==> config.mk <==
export PLATFORM = sky130hd
export DESIGN_NAME = key_scan_ctrl
export DESIGN_NICKNAME = d
export VERILOG_FILES = /design/src/rtl/key_scan_ctrl.sv
export SDC_FILE = /design/constraint.sdc
export NUM_CORES = 1
export LEC_CHECK = 0
export ABC_AREA = 0
export ABC_CLOCK_PERIOD_IN_PS = 3800
export BUFFER_PORTS_ARGS = -buffer_cell sky130_fd_sc_hd__buf_2
export CAP_MARGIN = 10
export CORE_ASPECT_RATIO = 0.9
export CORE_UTILIZATION = 61
export CTS_CLUSTER_DIAMETER = 120
export DETAILED_ROUTE_END_ITERATION = 7
export PLACE_DENSITY = 0.8
export RECOVER_POWER = 50
export SLEW_MARGIN = 25
export SYNTH_ARGS = -nofsm -noshare
export SYNTH_HDL_FRONTEND = slang
export SYNTH_SLANG_ARGS = --single-unit
==> constraint.sdc <==
create_clock -name clk -period 3.8 [get_ports clk]
set_input_delay 0.38 -clock clk [delete_from_list [all_inputs] [get_ports clk]]
set_output_delay 0.38 -clock clk [all_outputs]
set_load 0.1 [all_outputs]
==> src/rtl/key_scan_ctrl.sv <==
// Round-robin debounce controller: one shared saturating integrator with
// hysteresis visits each key per scan slot; edges are queued in an event FIFO.
module key_scan_ctrl #(
  parameter  int unsigned N_KEYS     = 8,
  parameter  int unsigned CNT_W      = 8,
  parameter  int unsigned HI_TH      = 192,
  parameter  int unsigned LO_TH      = 64,
  parameter  int unsigned TICK_DIV   = 64,
  parameter  int unsigned FIFO_DEPTH = 4,
  localparam int unsigned IDX_W      = $clog2(N_KEYS)
) (
  input  logic              clk,
  input  logic              rst,
  input  logic [N_KEYS-1:0] key_in,
  input  logic [N_KEYS-1:0] toggle_en,
  output logic [N_KEYS-1:0] key_level,
  output logic [N_KEYS-1:0] key_toggle,
  output logic              ev_valid,
  output logic [IDX_W:0]    ev_data,
  input  logic              ev_ready,
  output logic              ev_overflow,
  input  logic              ovf_clr
);

  localparam int unsigned TW = (TICK_DIV > 1) ? $clog2(TICK_DIV) : 1;
  localparam int unsigned PW = $clog2(FIFO_DEPTH);

  localparam logic [CNT_W-1:0] CNT_MAX   = '1;
  localparam logic [CNT_W:0]   HI_V      = (CNT_W+1)'(HI_TH);
  localparam logic [CNT_W:0]   LO_V      = (CNT_W+1)'(LO_TH);
  localparam logic [TW-1:0]    TICK_LAST = TW'(TICK_DIV - 1);
  localparam logic [IDX_W-1:0] IDX_LAST  = IDX_W'(N_KEYS - 1);
  localparam logic [PW:0]      FIFO_FULL = (PW+1)'(FIFO_DEPTH);

  logic [N_KEYS-1:0]                r_sync1;
  logic [N_KEYS-1:0]                r_sync2;
  logic [TW-1:0]                    r_tick;
  logic [IDX_W-1:0]                 r_idx;
  logic [N_KEYS-1:0][CNT_W-1:0]     r_cnt;
  logic [N_KEYS-1:0]                r_level;
  logic [N_KEYS-1:0]                r_tog;
  logic                             r_ovf;
  logic [FIFO_DEPTH-1:0][IDX_W:0]   r_mem;
  logic [PW:0]                      r_wptr;
  logic [PW:0]                      r_rptr;

  logic             w_slot;
  logic [CNT_W-1:0] w_cur;
  logic [CNT_W-1:0] w_upd;
  logic             w_key;
  logic             w_lvl;
  logic             w_rise;
  logic             w_fall;
  logic             w_push;
  logic [IDX_W:0]   w_ev;
  logic [PW:0]      w_count;
  logic             w_empty;
  logic             w_full;
  logic             w_pop;
  logic             w_wr;
  logic             w_drop;

  always_comb begin
    w_slot = (r_tick == TICK_LAST);
    w_cur  = r_cnt[r_idx];
    w_key  = r_sync2[r_idx];
    w_lvl  = r_level[r_idx];
    if (w_key) w_upd = (w_cur == CNT_MAX) ? w_cur : w_cur + 1'b1;
    else       w_upd = (w_cur == '0)      ? w_cur : w_cur - 1'b1;
    w_rise  = w_slot & ~w_lvl & ({1'b0, w_upd} >= HI_V);
    w_fall  = w_slot &  w_lvl & ({1'b0, w_upd} <  LO_V);
    w_push  = w_rise | w_fall;
    w_ev    = {w_rise, r_idx};
    w_count = r_wptr - r_rptr;
    w_empty = (w_count == '0);
    w_full  = (w_count == FIFO_FULL);
    w_pop   = ~w_empty & ev_ready;
    // A pop in the same cycle frees the slot, so a full FIFO still accepts.
    w_wr    = w_push & (~w_full | w_pop);
    w_drop  = w_push & w_full & ~w_pop;
  end

  always_ff @(posedge clk or negedge rst) begin
    if (!rst) begin
      r_sync1 <= '0;
      r_sync2 <= '0;
      r_tick  <= '0;
      r_idx   <= '0;
      r_cnt   <= '0;
      r_level <= '0;
      r_tog   <= '0;
    end else begin
      r_sync1 <= key_in;
      r_sync2 <= r_sync1;
      if (w_slot) begin
        r_tick       <= '0;
        r_idx        <= (r_idx == IDX_LAST) ? '0 : r_idx + 1'b1;
        r_cnt[r_idx] <= w_upd;
      end else begin
        r_tick <= r_tick + 1'b1;
      end
      if (w_rise) begin
        r_level[r_idx] <= 1'b1;
        if (toggle_en[r_idx]) r_tog[r_idx] <= ~r_tog[r_idx];
      end
      if (w_fall) r_level[r_idx] <= 1'b0;
    end
  end

  always_ff @(posedge clk or negedge rst) begin
    if (!rst) begin
      r_mem  <= '0;
      r_wptr <= '0;
      r_rptr <= '0;
      r_ovf  <= 1'b0;
    end else begin
      if (w_wr) begin
        r_mem[r_wptr[PW-1:0]] <= w_ev;
        r_wptr                <= r_wptr + 1'b1;
      end
      if (w_pop) r_rptr <= r_rptr + 1'b1;
      if (w_drop)       r_ovf <= 1'b1;
      else if (ovf_clr) r_ovf <= 1'b0;
    end
  end

  always_comb begin
    key_level   = r_level;
    key_toggle  = (toggle_en & r_tog) | (~toggle_en & r_level);
    ev_valid    = ~w_empty;
    ev_data     = w_empty ? '0 : r_mem[r_rptr[PW-1:0]];
    ev_overflow = r_ovf;
  end

endmodule

======== After elaboration in Yosys (flattened, before gate mapping) ========
Index checks and enable logic that the tools add are counted.
storage, ports and cells
  memories kept ........................... 0
  memory bits (read-only) ................. 0
  bits in latches ......................... 0
  output and inout bits ................... 22
  memory bits (writable) .................. 0
  input bits .............................. 20
  bits in registers ....................... 128
cells by class
  divide/modulo/power cells ............... 0
  mux-type cells .......................... 31
  $add $sub $neg .......................... 7
  $mul .................................... 0
  shifts and indexed selects .............. 0
  reduce and logical (&&, ||, !) cells .... 6
  $lt $le $gt $ge ......................... 7
  eq/ne operators ......................... 4
  bitwise logic cells ..................... 22
operators by type and width
  cell                                                                          number
  64-bit bitwise mux                                                            1
  8-bit two-way mux                                                             7
  8-bit AND                                                                     3
  8-bit binary-select mux with 3-bit select                                     1
  8-bit demux with 3-bit select                                                 1
  16-bit bitwise mux                                                            1
  8-bit inverter                                                                2
  8-bit bitwise OR                                                              2
  1-bit binary-select mux with 3-bit select                                     4
  4-bit two-way mux                                                             3
  3-bit by 1-bit adder with 3-bit output, second input constant                 3
  8-bit by 1-bit adder with 8-bit output, second input constant                 1
  1-bit AND                                                                     8
  4-bit binary-select mux with 2-bit select                                     1
  8-bit bitwise mux                                                             1
  4-bit demux with 2-bit select                                                 1
  8-bit equality test, second input constant                                    1
  8-bit >= comparator, second input constant                                    1
  8-bit logical NOT                                                             1
  8-bit by 7-bit less-than comparator with 1-bit output, second input constant  1
  8-bit by 1-bit subtractor with 8-bit output, second input constant            1
  1-bit two-way mux                                                             7
  6-bit by 1-bit adder with 6-bit output, second input constant                 1
  3-bit equality test, second input constant                                    2
  other kinds (15)                                                              22

======== Depth between registers and ports, before layout ========
  depth in word-level cells ............... 11
  depth in mapped cells ................... 15
  mapped depth without buffers ............ 12

======== Least setup slack after synthesis ========
No wires, ideal clock.
  kind .................................... register to register
  from .................................... register r_idx[2]
  to ...................................... register r_mem[12] in the netlist's numbering
  arrival ................................. 3.343 ns
  period minus slack after synthesis ...... 3.471 ns
  path buffers ............................ 2
  path slack .............................. 0.329 ns
  library setup time ...................... 0.128 ns
  cell stages (with the launch flop) ...... 15
  cells stage by stage .................... dfrtp_1 buf_2 buf_2 mux2_2 a22oi_1 o211a_1 inv_1 ha_1 a211oi_1 o2111ai_1 a32oi_1 o31ai_4 mux2_2 nand2_1 mux2_1
between the ends
  cells in the longest elaborated chain, start to end .. 9
  elaborated cells on any way between the ends .. 22
  those cells by class .................... add/sub: 2; order compare: 2; eq/ne: 1; mux: 9; bitwise: 7; reduce/logical: 1
RTL lines
  what                                                                                                 line    RTL
  start: declaration                                                                                   38      logic [IDX_W-1:0] r_idx;
  start signal: assignment                                                                             97      r_idx <= (r_idx == IDX_LAST) ? '0 : r_idx + 1'b1;
  8-bit binary-select mux with 3-bit select                                                            65      w_cur = r_cnt[r_idx];
  8-bit two-way mux (not written as such)                                                              65
  8-bit by 1-bit subtractor with 8-bit output (tied with other cells)                                  69      else w_upd = (w_cur == '0) ? w_cur : w_cur - 1'b1;
  8-bit two-way mux, on equally long branches                                                          69, 68
  8-bit two-way mux                                                                                    68      if (w_key) w_upd = (w_cur == CNT_MAX) ? w_cur : w_cur + 1'b1;
  8-bit >= comparator / 8-bit by 7-bit less-than comparator with 1-bit output (equally long branches)  70, 71
  1-bit AND, on equally long branches                                                                  70, 71
  1-bit bitwise OR *                                                                                   72      w_push = w_rise | w_fall;
  1-bit AND *                                                                                          79      w_wr = w_push & (~w_full | w_pop);
  end signal: indexed assignment                                                                       118     r_mem[r_wptr[PW-1:0]] <= w_ev;
  end: declaration                                                                                     43      logic [FIFO_DEPTH-1:0][IDX_W:0] r_mem;
Every way passes the cells marked *; elsewhere a longest branch is shown, timed or not. The select of a mux whose other input is x is not followed.
A chain may end at the register's enable or synchronous reset.

======== Final worst setup path ========
  from .................................... register r_idx[0]
  to ...................................... register r_tog[3]
between the ends
  cells in the longest elaborated chain, start to end .. 8
  elaborated cells on any way between the ends .. 29
  those cells by class .................... add/sub: 2; order compare: 3; eq/ne: 1; mux: 16; bitwise: 4; reduce/logical: 3
RTL lines
  what                                                                 line    RTL
  8-bit binary-select mux with 3-bit select                            65
  8-bit two-way mux (not written as such)                              65
  8-bit by 1-bit subtractor with 8-bit output (tied with other cells)  69
  8-bit two-way mux, on equally long branches                          69, 68
  8-bit two-way mux                                                    68
  8-bit >= comparator                                                  70      w_rise = w_slot & ~w_lvl & ({1'b0, w_upd} >= HI_V);
  1-bit AND                                                            70
  2-bit AND reduction (no source line)                                 n/a
  end signal: indexed assignment                                       104     if (toggle_en[r_idx]) r_tog[r_idx] <= ~r_tog[r_idx];
  end: declaration                                                     41      logic [N_KEYS-1:0] r_tog;
Parallel ways exist; a longest one is shown, timed or not. The select of a mux whose other input is x is not followed.

==> reports/qor.txt <==
Outcome - finished, violations left
Failing checks - max-capacitance violations, max-slew violations
Worst Hold Class - in -> reg
Cell Rows - 35
CTS Sinks - 128
Setup TNS - 0 ns
Critical-path cell list - buf_12 > mux4_2 > nand2_1 > nand2_1 > ha_1 > nand2_1 > nor4_1 > mux2i_1 > mux2i_1 > or4b_1 > buf_4 > nor2_2 > mux2_1
Root buf cell - clkbuf_16
Top-area cell type share of the netlist area - 49.9%
GPL Wtd Cong - 0.952
Dpl cell area - 0.00687 mm2
Synth Register Bits - 128
Post-DP HPWL - 10.9 mm
Max-cap violations - 1
IR drop worst, VDD - 342 uV
Area grow syn2layout - 15.9%
Hold Worst Slack - 0.0562 ns
First-pass GRT wire length - 25.4 mm
Grt ovf - 0
Postcts setup bufs - 0
Number of flops mapped to enable cells by yosys - 0
Die Width - 110 um
Ys async rst share - 100%
Worst Path Arrival - 3.89 ns
Pin count of the biggest net entering global routing - 93
Drt first pass iters - 5
Setup crit start kind - flip-flop
Clk_lat worst skew - 0.43 ns
Count leader, synth - dfrtp_1
Post-synth top flop - dfrtp_1
Slowest CP cell - or4b_1
Initial DRC count - 396
Count of different cell masters after synthesis - 56
Deepest clock path buffer count - 2
Total chip power - 3.15 mW
Yosys top cell by area - dfrtp_1
Routed wire length - 15.9 mm
Post-Synthesis Cells - 576
Max FO, Critical Path - 17
Crit-path max cell delay - 0.56 ns
Most frequent cell on the critical path - nand2_1
Drt drc - 0
CTS tree - done
Initial antenna violation count - 0
Filler cells - 694
Worst reg2reg setup slack - 0.22 ns
Slew Viols, Final - 93
Register Area - 0.00321 mm2
Vias per cell - 6.36
Syn_area_per_cell - 11.2 um2
Area of the multi-input gates - 0.00307 mm2
Sequential-to-total area share from yosys stat - 49.9%
GRT Total Usage - 31.7%
# diodes - 0
RSZ-0062 raised after global routing - no
Top cells by area, synth - dfrtp_1, mux4_2, nand2_1, mux2_2, o21ai_0
Clock-pin slew on the worst setup and hold paths - 0.06 ns
IO Pins - 42
Ys Warns - 0
Starting Density - 62.7%
Cell area after synthesis - 0.00642 mm2
Clk_skew - 0.0101 ns
Design area - 0.00745 mm2
Power density cells - 423 mW/mm2
Final setup vio count - 0
Req. time, crit path - 4.11 ns
Routed len/inst - 20.6 um
PortBufs - 41
Vias in the first global route - 4946
Num CTS Buffers - 17
Die footprint - 0.0109 mm2
Final period util - 94.2%
Fraction of layout cells with a size suffix above 1 - 27.6%
Synth Net Count - 608
Final Hold Viols - 0
Layout Nets - 663
CTS H-Tree Depth - 4
Vias - 4918
Post-synth top cells - dfrtp_1, nand2_1, o21ai_0
Post-layout minimum cycle time - 3.58 ns
Static Leak - 3.51 nW
Worst slew pin tran - 2.24 ns
Achievable Freq - 279 MHz
Die height - 99.4 um
Worst rel slew slack - -49.6%
Post-route ant nets - 0
Crit end category - flip-flop
Core area - 0.0102 mm2
Setup CP Type - reg -> reg
==> metrics by stage <==
step	worst slack [ns]	instances	utilization [%]
2_1_floorplan	0.329	576	-
3_3_place_gp	0.287	741	67.0
3_5_place_dp	0.162	741	67.0
4_1_cts	0.112	773	72.4
5_1_grt	0.00825	773	72.7
6_report	0.219	773	72.7
==> where the power goes <==
part / internal [mW] / switching [mW]
clock: 0.878 / 0.653
sequential: 1.39 / 0.0411
combinational: 0.0722 / 0.114
total: 2.34 / 0.809
==> kinds of logic after synthesis <==
kind of cell    Yosys count  synth area share [%]
fa+ha+maj                12                  2.34
mux                      91                  20.1
simple gates            182                  13.0
xor+xnor                 13                  1.77
compound gates          107                  10.1
buf+inv                  43                  2.86
flops                   128                  49.9
==> area by class of cell <==
type	count	area share (%)
well taps	129	2.17
inverters	12	0.605
multi-input cells	405	41.3
clock inverters	13	1.38
repair buffers	67	5.44
flip-flops and latches	128	43.1
clock buffers	19	6.08
==> worst paths after layout <==
kind / cells after the start / from / endpoint
max in group asynchronous: 2 / rst / r_idx[0]
hold / removal: 1 / key_in[3] / r_sync1[3]
hold reg to reg: 0 / r_sync1[5] / r_sync2[5]
setup reg to reg: 13 / r_idx[0] / r_tog[3]
setup / recovery: 13 / r_idx[0] / r_tog[3]
min in group asynchronous: 1 / rst / r_cnt[21]
==> state kept, by name, summed over array words and instances (netlist names), named ones only <==
| signal | cells |
|---|---|
| r_cnt | 64 |
| r_mem | 16 |
| r_sync1 | 8 |
| r_sync2 | 8 |
| r_tog | 8 |
| key_level | 7 |
| r_tick | 6 |
| r_idx | 3 |
| r_rptr | 3 |
| r_wptr | 3 |
| ev_overflow | 1 |
==> critical path, delay by kind of cell, from the launching register on <==
family	cells	cell delay, ns
flip-flops	1	0.45
multiplexers	4	1.13
adder cells (fa/ha/maj)	1	0.23
AND/OR/NAND/NOR	6	1.29
buffers and inverters	2	0.37
==> timing repair <==
item	in CTS	in global routing
endpoints found under the setup margin	0	19
hold buffers	0	0
gates resized for setup	0	8
hold endpoints to repair	0	0
==> cells in the final DEF (no fill, tap or decap), types with 11 or more instances in the layout <==
cell type / count
mux4_2: 24
buf_4: 23
dfrtp_1: 126
o21ai_0: 47
mux2_2: 33
nor2_1: 17
nand2_1: 102
mux2_1: 20
inv_1: 11
a21oi_1: 17
ha_1: 12
buf_2: 40
nand3_1: 18
clkbuf_16: 17
mux2i_1: 11
==> per-layer routing <==
metal	vias to the layer above	wire length, um	GRT usage (%)
met5	-	0	0
met1	2461	6800	43.0
met2	217	7530	48.4
met4	0	459	14.0
met3	51	1150	8.39
li1	2189	-	-
Power figures use the tool's default switching activity.
